[src/rtl/spi_reg_pkg.sv]
// Shared types and helpers for the SPI register target.
package spi_reg_pkg;

  typedef enum logic [1:0] {IDLE, CMD, DATA, DONE} state_t;

  localparam int ABORT_CNT_W = 8;

  function automatic int frame_len(input int addr_w, input int data_w);
    return 1 + addr_w + data_w;
  endfunction

endpackage

[src/rtl/spi_sync_edge.sv]
// Two-flop synchroniser for one asynchronous pin followed by an edge-detect flop.
// INVERT flips the synchronised level before edges are classified.
module spi_sync_edge #(
  parameter logic INIT   = 1'b0,
  parameter logic INVERT = 1'b0
)(
  input  logic clk,
  input  logic rst,
  input  logic din,
  output logic level,
  output logic rise,
  output logic fall
);

  logic s1, s2, s3;
  logic l2, l3;

  always_ff @(posedge clk) begin
    if (rst) begin
      s1 <= INIT;
      s2 <= INIT;
      s3 <= INIT;
    end else begin
      s1 <= din;
      s2 <= s1;
      s3 <= s2;
    end
  end

  assign l2    = s2 ^ INVERT;
  assign l3    = s3 ^ INVERT;
  assign level = l2;
  assign rise  = l2 & ~l3;
  assign fall  = ~l2 & l3;

endmodule

[src/rtl/spi_reg_slave.sv]
// Oversampled SPI target (any CPOL/CPHA) fronting a small register file.
// Optional abort counter at the top address when SPI_ABORT_CNT_EN is defined.
module spi_reg_slave
  import spi_reg_pkg::*;
#(
  parameter int ADDR_W   = 3,
  parameter int DATA_W   = 8,
  parameter int NUM_REGS = 4,
  parameter int CPOL     = 0,
  parameter int CPHA     = 0
)(
  input  logic                         clk,
  input  logic                         rst,
  input  logic                         spi_sclk,
  input  logic                         spi_cs_n,
  input  logic                         spi_mosi,
  output logic                         spi_miso,
  output logic                         spi_miso_oe,
  output logic [NUM_REGS*DATA_W-1:0]   reg_out,
  output logic                         wr_strobe,
  output logic [ADDR_W-1:0]            wr_addr
);

  localparam int FRAME_LEN = frame_len(ADDR_W, DATA_W);
  localparam int CMD_LEN   = 1 + ADDR_W;
  localparam int CNT_W     = $clog2(FRAME_LEN + 1);
  localparam int SR_W      = (DATA_W - 1 > ADDR_W) ? DATA_W - 1 : ADDR_W;

  logic sclk_lvl, lead, trail;
  logic cs_lvl, cs_rise, cs_fall;
  logic mosi_lvl, mosi_rise, mosi_fall;
  logic sample, shift;

  state_t                 state_q, state_d;
  logic [CNT_W-1:0]       cnt_q;
  logic [SR_W-1:0]        rx_sr;
  logic [DATA_W-1:0]      tx_sr;
  logic [DATA_W-1:0]      regs [NUM_REGS];
  logic [ADDR_W-1:0]      addr_q;
  logic                   rw_q;
  logic                   miso_q;
  logic                   armed;
  logic [ADDR_W:0]        cmd_word;
  logic [DATA_W-1:0]      wdata;
  logic                   last_cmd, last_bit;
  logic                   unused_edges;

  // The cs_n synchroniser resets as if selected, so a select held across reset
  // never looks like a fresh fall; only a seen rise arms the next frame.
  spi_sync_edge #(.INIT(CPOL != 0), .INVERT(CPOL != 0)) u_sclk (
    .clk(clk), .rst(rst), .din(spi_sclk), .level(sclk_lvl), .rise(lead), .fall(trail)
  );
  spi_sync_edge #(.INIT(1'b0), .INVERT(1'b0)) u_cs (
    .clk(clk), .rst(rst), .din(spi_cs_n), .level(cs_lvl), .rise(cs_rise), .fall(cs_fall)
  );
  spi_sync_edge #(.INIT(1'b0), .INVERT(1'b0)) u_mosi (
    .clk(clk), .rst(rst), .din(spi_mosi), .level(mosi_lvl), .rise(mosi_rise), .fall(mosi_fall)
  );

  assign unused_edges = ^{sclk_lvl, mosi_rise, mosi_fall};

  assign sample   = (CPHA != 0) ? trail : lead;
  assign shift    = (CPHA != 0) ? lead  : trail;
  assign cmd_word = {rx_sr[ADDR_W-1:0], mosi_lvl};
  assign wdata    = {rx_sr[DATA_W-2:0], mosi_lvl};
  assign last_cmd = (cnt_q == CNT_W'(CMD_LEN - 1));
  assign last_bit = (cnt_q == CNT_W'(FRAME_LEN - 1));

`ifdef SPI_ABORT_CNT_EN
  localparam logic [ADDR_W-1:0] ABORT_ADDR = {ADDR_W{1'b1}};
  logic [ABORT_CNT_W-1:0] abort_cnt;

  function automatic logic [ABORT_CNT_W-1:0] sat_inc(input logic [ABORT_CNT_W-1:0] v);
    return (&v) ? v : v + 1'b1;
  endfunction
`endif

  function automatic logic [DATA_W-1:0] rd_data(input logic [ADDR_W-1:0] a);
    logic [DATA_W-1:0] r;
    r = '0;
    for (int i = 0; i < NUM_REGS; i++)
      if (a == ADDR_W'(i)) r = regs[i];
`ifdef SPI_ABORT_CNT_EN
    if (a == ABORT_ADDR) r = DATA_W'(abort_cnt);
`endif
    return r;
  endfunction

  always_ff @(posedge clk) begin
    if (rst) state_q <= IDLE;
    else     state_q <= state_d;
  end

  always_comb begin
    state_d = state_q;
    case (state_q)
      IDLE:    if (cs_fall && armed)       state_d = CMD;
      CMD:     if (sample && last_cmd)     state_d = DATA;
      DATA:    if (sample && last_bit)     state_d = DONE;
      DONE:    state_d = DONE;
      default: state_d = IDLE;
    endcase
    if (cs_rise) state_d = IDLE;
  end

  always_ff @(posedge clk) begin
    if (rst) begin
      cnt_q     <= '0;
      rx_sr     <= '0;
      tx_sr     <= '0;
      addr_q    <= '0;
      rw_q      <= 1'b0;
      miso_q    <= 1'b0;
      armed     <= 1'b0;
      wr_strobe <= 1'b0;
      wr_addr   <= '0;
      for (int i = 0; i < NUM_REGS; i++) regs[i] <= '0;
`ifdef SPI_ABORT_CNT_EN
      abort_cnt <= '0;
`endif
    end else begin
      wr_strobe <= 1'b0;
      if (cs_lvl) armed <= 1'b1;

      if (state_q == IDLE && state_d == CMD) begin
        cnt_q <= '0;
        rx_sr <= '0;
        tx_sr <= '0;
      end

      if ((state_q == CMD || state_q == DATA) && sample) begin
        rx_sr <= {rx_sr[SR_W-2:0], mosi_lvl};
        cnt_q <= cnt_q + 1'b1;
      end

      // Read data is fetched as soon as the address is complete.
      if (state_q == CMD && sample && last_cmd) begin
        rw_q   <= cmd_word[ADDR_W];
        addr_q <= cmd_word[ADDR_W-1:0];
        tx_sr  <= rd_data(cmd_word[ADDR_W-1:0]);
      end

      if (state_q == DATA && sample && last_bit && rw_q) begin
        for (int i = 0; i < NUM_REGS; i++) begin
          if (addr_q == ADDR_W'(i)) begin
            regs[i]   <= wdata;
            wr_strobe <= 1'b1;
            wr_addr   <= addr_q;
          end
        end
`ifdef SPI_ABORT_CNT_EN
        if (addr_q == ABORT_ADDR) begin
          abort_cnt <= '0;
          wr_strobe <= 1'b1;
          wr_addr   <= addr_q;
        end
`endif
      end

`ifdef SPI_ABORT_CNT_EN
      if (cs_rise && (state_q == CMD || state_q == DATA))
        abort_cnt <= sat_inc(abort_cnt);
`endif

      if (state_d != DATA) begin
        miso_q <= 1'b0;
      end else if (state_q == DATA && shift) begin
        miso_q <= tx_sr[DATA_W-1];
        tx_sr  <= {tx_sr[DATA_W-2:0], 1'b0};
      end
    end
  end

  for (genvar i = 0; i < NUM_REGS; i++) begin : g_out
    assign reg_out[i*DATA_W +: DATA_W] = regs[i];
  end

  assign spi_miso    = miso_q;
  assign spi_miso_oe = armed & ~cs_lvl;

endmodule
[config.mk]
export PLATFORM = sky130hd
export DESIGN_NAME = spi_reg_slave
export DESIGN_NICKNAME = d
export VERILOG_FILES = /design/src/rtl/spi_reg_pkg.sv /design/src/rtl/spi_sync_edge.sv /design/src/rtl/spi_reg_slave.sv
export SDC_FILE = /design/constraint.sdc
export NUM_CORES = 1
export LEC_CHECK = 0
export BUFFER_PORTS_ARGS = -buffer_cell sky130_fd_sc_hd__buf_4
export CAP_MARGIN = 15
export CORE_UTILIZATION = 24
export CTS_CLUSTER_DIAMETER = 100
export DETAILED_ROUTE_END_ITERATION = 6
export PLACE_DENSITY = 0.51
export SETUP_SLACK_MARGIN = 0.15
export SLEW_MARGIN = 20
export SYNTH_ARGS = -nofsm -noshare
export SYNTH_HDL_FRONTEND = slang
export SYNTH_SLANG_ARGS = --single-unit
[constraint.sdc]
create_clock -name clk -period 2.8 [get_ports clk]
set_input_delay 0.7 -clock clk [delete_from_list [all_inputs] [get_ports clk]]
set_output_delay 0.7 -clock clk [all_outputs]
set_load 0.05 [all_outputs]
[Word-level counts from Yosys, hierarchy flattened]
Memories as Yosys holds them, arrays and structs flattened.
Index checks and enable logic that the tools add are counted.
Operators by class
  $add $sub $neg: 1
  multiply operators: 0
  shift-type cells: 0
  reductions and logical operators: 20
  eq/ne operators: 13
  bitwise operators: 14
  divide/modulo/power cells: 0
  multiplexer cells: 46
  magnitude comparators: 0
Operators with widths (number)
  $mux W8: 12
  $mux W1: 21
  $mux W7: 2
  $eq A3 B2 Y1 const B: 4
  $mux W3: 4
  $logic_and A1 B1 Y1: 11
  $mux W2: 4
  $mux W4: 2
  $pmux W2 S4: 1
  $eq A3 B1 Y1 const B: 2
  $logic_not A3 Y1: 2
  $and A1 B1 Y1: 5
  $not A1 Y1: 5
  $add A4 B1 Y4 const B: 1
  $eq A2 B1 Y1 const B: 2
  $eq A2 B2 Y1 const B: 2
  $eq A4 B2 Y1 const B: 1
  $eq A4 B4 Y1 const B: 1
  $or A1 B1 Y1: 4
  $reduce_bool A4 Y1: 1
  $reduce_or A2 Y1: 2
  $logic_not A2 Y1: 1
  $ne A2 B2 Y1 const B: 1
  $reduce_and A2 Y1: 1
  other kinds (2): 2
Word-level totals
  output and inout port bits: 38
  RAM bits: 32
  memories kept: 1
  ROM bits: 0
  bits in latches: 0
  logic and storage cells: 113
  register bits: 39
  bits of input ports: 5
Memories
  regs: words 4, width 8, read ports 4, clocked after memory_dff 0, wr ports 4, line spi_reg_slave.sv:38  | logic [DATA_W-1:0] regs [NUM_REGS];

[Logic depth before layout (Yosys ltp)]
  depth in word-level cells: 12
  depth in mapped cells: 8
  depth with buffers taken out: 7

[By module]
From an unflattened synthesis, not the netlist that was laid out.
Second synthesis, totals
  cells, all modules: 268
  area total of the unflattened synthesis: 3090.5 um^2
Modules (own cells, without submodules)
  spi_reg_slave: cells each 244, area each 2816.5 um^2, seq. area each 1581.5 um^2, times used 1
  spi_sync_edge: cells each 8, area each 91.3 um^2, seq. area each 60.1 um^2, times used 3

[Least setup slack after synthesis]
No wires, ideal clock.
  kind: flip-flop to flip-flop
  from: reg cnt_q[0]
  to: mem regs[0][0], enable pin
  arrival: 1.785 ns
  setup slack: 0.702 ns
  path buffers: 0
  stages on the path, launching flop included: 5
  setup time: 0.313 ns
  data required time: 2.487 ns
  clock period less this slack: 2.098 ns
  path through: dfxtp_1 > ha_1 > nand4bb_4 > nor4b_1 > a31o_2
RTL lines
  start, declared: line spi_reg_slave.sv:35  | logic [CNT_W-1:0] cnt_q;
  start signal, assigned: line spi_reg_slave.sv:133  | cnt_q <= cnt_q + 1'b1;
  end, declared: line spi_reg_slave.sv:38

[Final worst setup path]
  from: reg state_q[0]
  to: reg tx_sr[4]
Between the ends
  cells in the longest elaborated chain, start to end: 9
  elaborated cells on any way between the ends: 19
  those cells by class: 5 x eq/ne; 9 x mux; 5 x reduce/logical
Ends and longest elaborated chain
  start, declared: line spi_reg_slave.sv:34  | state_t state_q, state_d;
  start signal, assigned: line spi_reg_slave.sv:91  | else state_q <= state_d;
  $eq A2 B2 Y1, or another cell as far along: line spi_reg_slave.sv:96  | case (state_q)
  $pmux W2 S4: line spi_reg_slave.sv:96
  $mux W2: line spi_reg_slave.sv:103  | if (cs_rise) state_d = IDLE;
  $eq A2 B1 Y1: line spi_reg_slave.sv:125  | if (state_q == IDLE && state_d == CMD) begin
  $logic_and A1 B1 Y1: line spi_reg_slave.sv:125
  $mux W8: line spi_reg_slave.sv:125
  $mux W8: line spi_reg_slave.sv:137  | if (state_q == CMD && sample && last_cmd) begin
  $mux W8: line spi_reg_slave.sv:167  | end else if (state_q == DATA && shift) begin
  $mux W8 *: line spi_reg_slave.sv:165  | if (state_d != DATA) begin
  end signal, assigned: line spi_reg_slave.sv:140  | tx_sr <= rd_data(cmd_word[ADDR_W-1:0]);
  end signal, assigned: line spi_reg_slave.sv:169  | tx_sr <= {tx_sr[DATA_W-2:0], 1'b0};
  end, declared: line spi_reg_slave.sv:37  | logic [DATA_W-1:0] tx_sr;
Mark *: on every way between the ends. The rest lies on a longest branch, timed or not.
A chain may end at the register's enable or synchronous reset.

==> results.py <==
metrics = {
    "sta": {
        "relSlewSlack_pct": 44.7,
        "period_needed_ns": 2.35,
        "fmax_ghz": 0.425,
        "fin_ws_ns": 0.449,
        "slew_violations": 0,
        "worst_slew_pin_slew_ns": 0.823,
        "setup-tns-final_ns": 0,
        "rsz0062_at_grt": "false",
        "setup_viol": 0,
        "final_hold_viol_count": 0,
        "finClkSkew_ns": 0.00727,
        "period_share_pct": 84.0,
    },
    "hold_path": {
        "hold_depth": 1,
        "min_path_type": "flop to flop",
    },
    "route": {
        "drtIter0Drc": 120,
        "drtAntennaViolNets": 0,
        "drc": 0,
        "wl_um": 7970,
        "first_pass_iters": 4,
        "viasPerCell": 4.64,
        "wire_per_inst_um": 16.0,
        "num_vias": 2304,
    },
    "synthesis": {
        "syn_nets": 289,
        "yosysWarnings": 0,
        "yosysUniqueCellTypes": 45,
        "synth_area_per_cell_sq_um": 11.5,
        "yosysMostFrequentCell": "dfxtp_1",
        "synthCells": 279,
        "yosys_register_bits": 71,
        "yosysSeqAreaShare_pct": 54.5,
        "synth_flop_cell": "dfxtp_1",
        "yosysTopAreaCellShare_pct": 30.0,
        "synth_area_leader_cell": "edfxtp_1",
        "syn-cell-area_sq_um": 3200,
        "synth.area.top_cells": "edfxtp_1 30%, dfxtp_1 24%, and2_1 6.3%, mux4_2 5.6%, a21oi_1 3.6%",
        "synth_edf_count": 32,
        "async_reset_ff_share_pct": 0,
        "netlist_top_cells_count": "39 x dfxtp_1, 32 x and2_1, 32 x edfxtp_1",
    },
    "final_layout": {
        "area.growth.synth_to_final_pct": 25.7,
        "drive_above_1_share_pct": 26.2,
        "fin_nets": 330,
        "post-route-util_pct": 31.4,
        "n_antenna_cell": 0,
        "regArea_sq_um": 1740,
        "multi_input_area_sq_um": 1360,
        "nFillCells": 1311,
    },
    "global_routing": {
        "grt_pass1_wl_um": 12700,
        "grt_usage_pct": 12.0,
        "overflow": 0,
        "grt_max_degree": 47,
        "antenna_found_initial": 0,
        "grt_pass1_vias": 2315,
    },
    "placed_design": {
        "port_buffers": 42,
        "gp_congestion": 0.733,
        "hpwl_um": 5370,
        "detailedPlace.worstSlack_ns": 0.371,
    },
    "critical_path": {
        "worstRegToRegCells": 6,
        "critPathMaxFanout": 8,
        "cp.arrival_ns": 2.60,
        "crit_type": "flop to flop",
        "critPathCaptureType": "flop",
        "cp-start-kind": "flop",
        "critPathRequiredTime_ns": 3.05,
    },
    "floorplanning": {
        "core_area_sq_um": 12800,
        "die_h_um": 117,
        "die_w_um": 117,
        "rows": 41,
        "initial_core_util_pct": 24.9,
        "num_io_pins": 43,
        "die_area_sq_um": 13800,
    },
    "cts": {
        "cts-root-buf": "clkbuf_16",
        "clock-sinks": 71,
        "clk_pin_slew_worst_paths_ns": 0.06,
        "insertion_delay_ns": 0.33,
        "cts_buffers": 9,
        "cts_htree_levels": 3,
        "tritoncts": "done",
        "clock_path_buffers": 2,
    },
    "pwr": {
        "power_uw": 2830,
        "ir_worst_vdd_mv": 0.231,
        "power_density_nw_per_um2": 703,
        "p_leak_uw": 0.00143,
    },
    "job": {
        "maxCapViolCount": 0,
    },
    "status": {
        "status": "finished clean",
    },
}
-- stage by stage --
stage	area (sq um)	cells	hold slack (ns)
3_3_place_gp	3680	481	0.431
3_5_place_dp	3680	481	0.428
2_1_floorplan	3200	279	0.414
6_report	4020	497	0.440
4_1_cts	4020	497	0.441
5_1_grt	4020	497	0.447
-- flip-flops by register name, indices dropped and copies added, names as in the netlist --
register	flops
addr_q	3
armed	1
cnt_q	4
regs	32
rw_q	1
rx_sr	7
spi_miso	1
state_q	2
tx_sr	8
u_cs.l3	1
u_cs.level	1
u_cs.s1	1
u_mosi.level	1
u_mosi.s1	1
u_sclk.l3	1
u_sclk.level	1
u_sclk.s1	1
wr_addr	3
wr_strobe	1
-- cells in the final DEF (no fill, tap or decap), types with 2 or more instances in the layout --
cell type | netlist | routed
a21boi_0 | 3 | 3
a21boi_1 | 3 | 3
a21o_1 | 2 | 2
a21oi_1 | 23 | 23
a31o_2 | 4 | 4
a31oi_1 | 6 | 6
a32oi_1 | 8 | 8
and2_1 | 32 | 32
buf_4 | 0 | 44
bufinv_16 | 0 | 3
clkbuf_16 | 0 | 9
clkinvlp_4 | 0 | 2
dfxtp_1 | 39 | 39
edfxtp_1 | 32 | 32
ha_1 | 5 | 5
inv_1 | 9 | 9
mux4_2 | 8 | 8
nand2_1 | 24 | 24
nand2b_1 | 3 | 3
nand3_1 | 8 | 8
nand3b_1 | 4 | 4
nor2_1 | 11 | 10
nor2_2 | 1 | 2
nor2b_1 | 10 | 10
nor3_1 | 4 | 4
nor3b_1 | 2 | 2
nor4_1 | 2 | 2
nor4_4 | 4 | 4
o21ai_0 | 2 | 2
-- final cells by class --
class / instances / share of cell area, %
clock buffers: 10 / 5.69
clock inverters: 6 / 2.74
inverters: 9 / 0.840
multi-input cells: 185 / 33.9
flip-flops and latches: 71 / 43.3
well taps: 172 / 5.35
repair buffers: 44 / 8.21
-- repair_timing --
item	in CTS	in global routing
buffers inserted	0	0
endpoints found under the setup margin	0	2
endpoints found under the hold margin	0	0
hold buffers	0	0
gates resized for setup	0	1
-- worst max-delay path: stages (launching register included) --
cell	delay, ns
dfxtp_1	0.44
inv_1	0.15
ha_1	0.30
a21boi_1	0.21
nor3_1	0.71
nand2_2	0.24
a21boi_0	0.21
-- worst paths after layout --
path / startpoint / end / slack, ns
worst max-delay path: state_q[0]$_SDFF_PP0_ / tx_sr[4]$_SDFF_PP0_ / 0.45
worst min-delay path: u_sclk.s1$_SDFF_PP0_ / u_sclk.level$_SDFF_PP0_ / 0.44
worst max register to register: state_q[0]$_SDFF_PP0_ / tx_sr[4]$_SDFF_PP0_ / 0.45
worst min register to register: u_sclk.s1$_SDFF_PP0_ / u_sclk.level$_SDFF_PP0_ / 0.44
-- power by group --
part           internal [uW]  switching (uW)  total [uW]
sequential              1110            32.1        1150
clock                    869             435        1300
combinational            120             260         380
-- per-layer routing --
metal | GRT usage (%) | up-vias | wire [um]
met2 | 19.1 | 63 | 3860
li1 | - | 1100 | -
met3 | 3.40 | 6 | 391
met1 | 15.7 | 1135 | 3640
met5 | 0 | - | 0
met4 | 3.49 | 0 | 76
-- kinds of logic (layout without fill, tap and decap cells) --
family / Yosys count / after routing / share of synthesized area [%]
AOI/OAI and AO/OA: 59 / 59 / 12.7
adders and majority gates: 5 / 5 / 1.96
buffers and inverters: 23 / 69 / 3.05
DFF: 71 / 71 / 54.5
muxes: 9 / 9 / 5.95
and+or+nand+nor: 112 / 112 / 21.9
No activity file was read; power rests on OpenSTA's default activity.
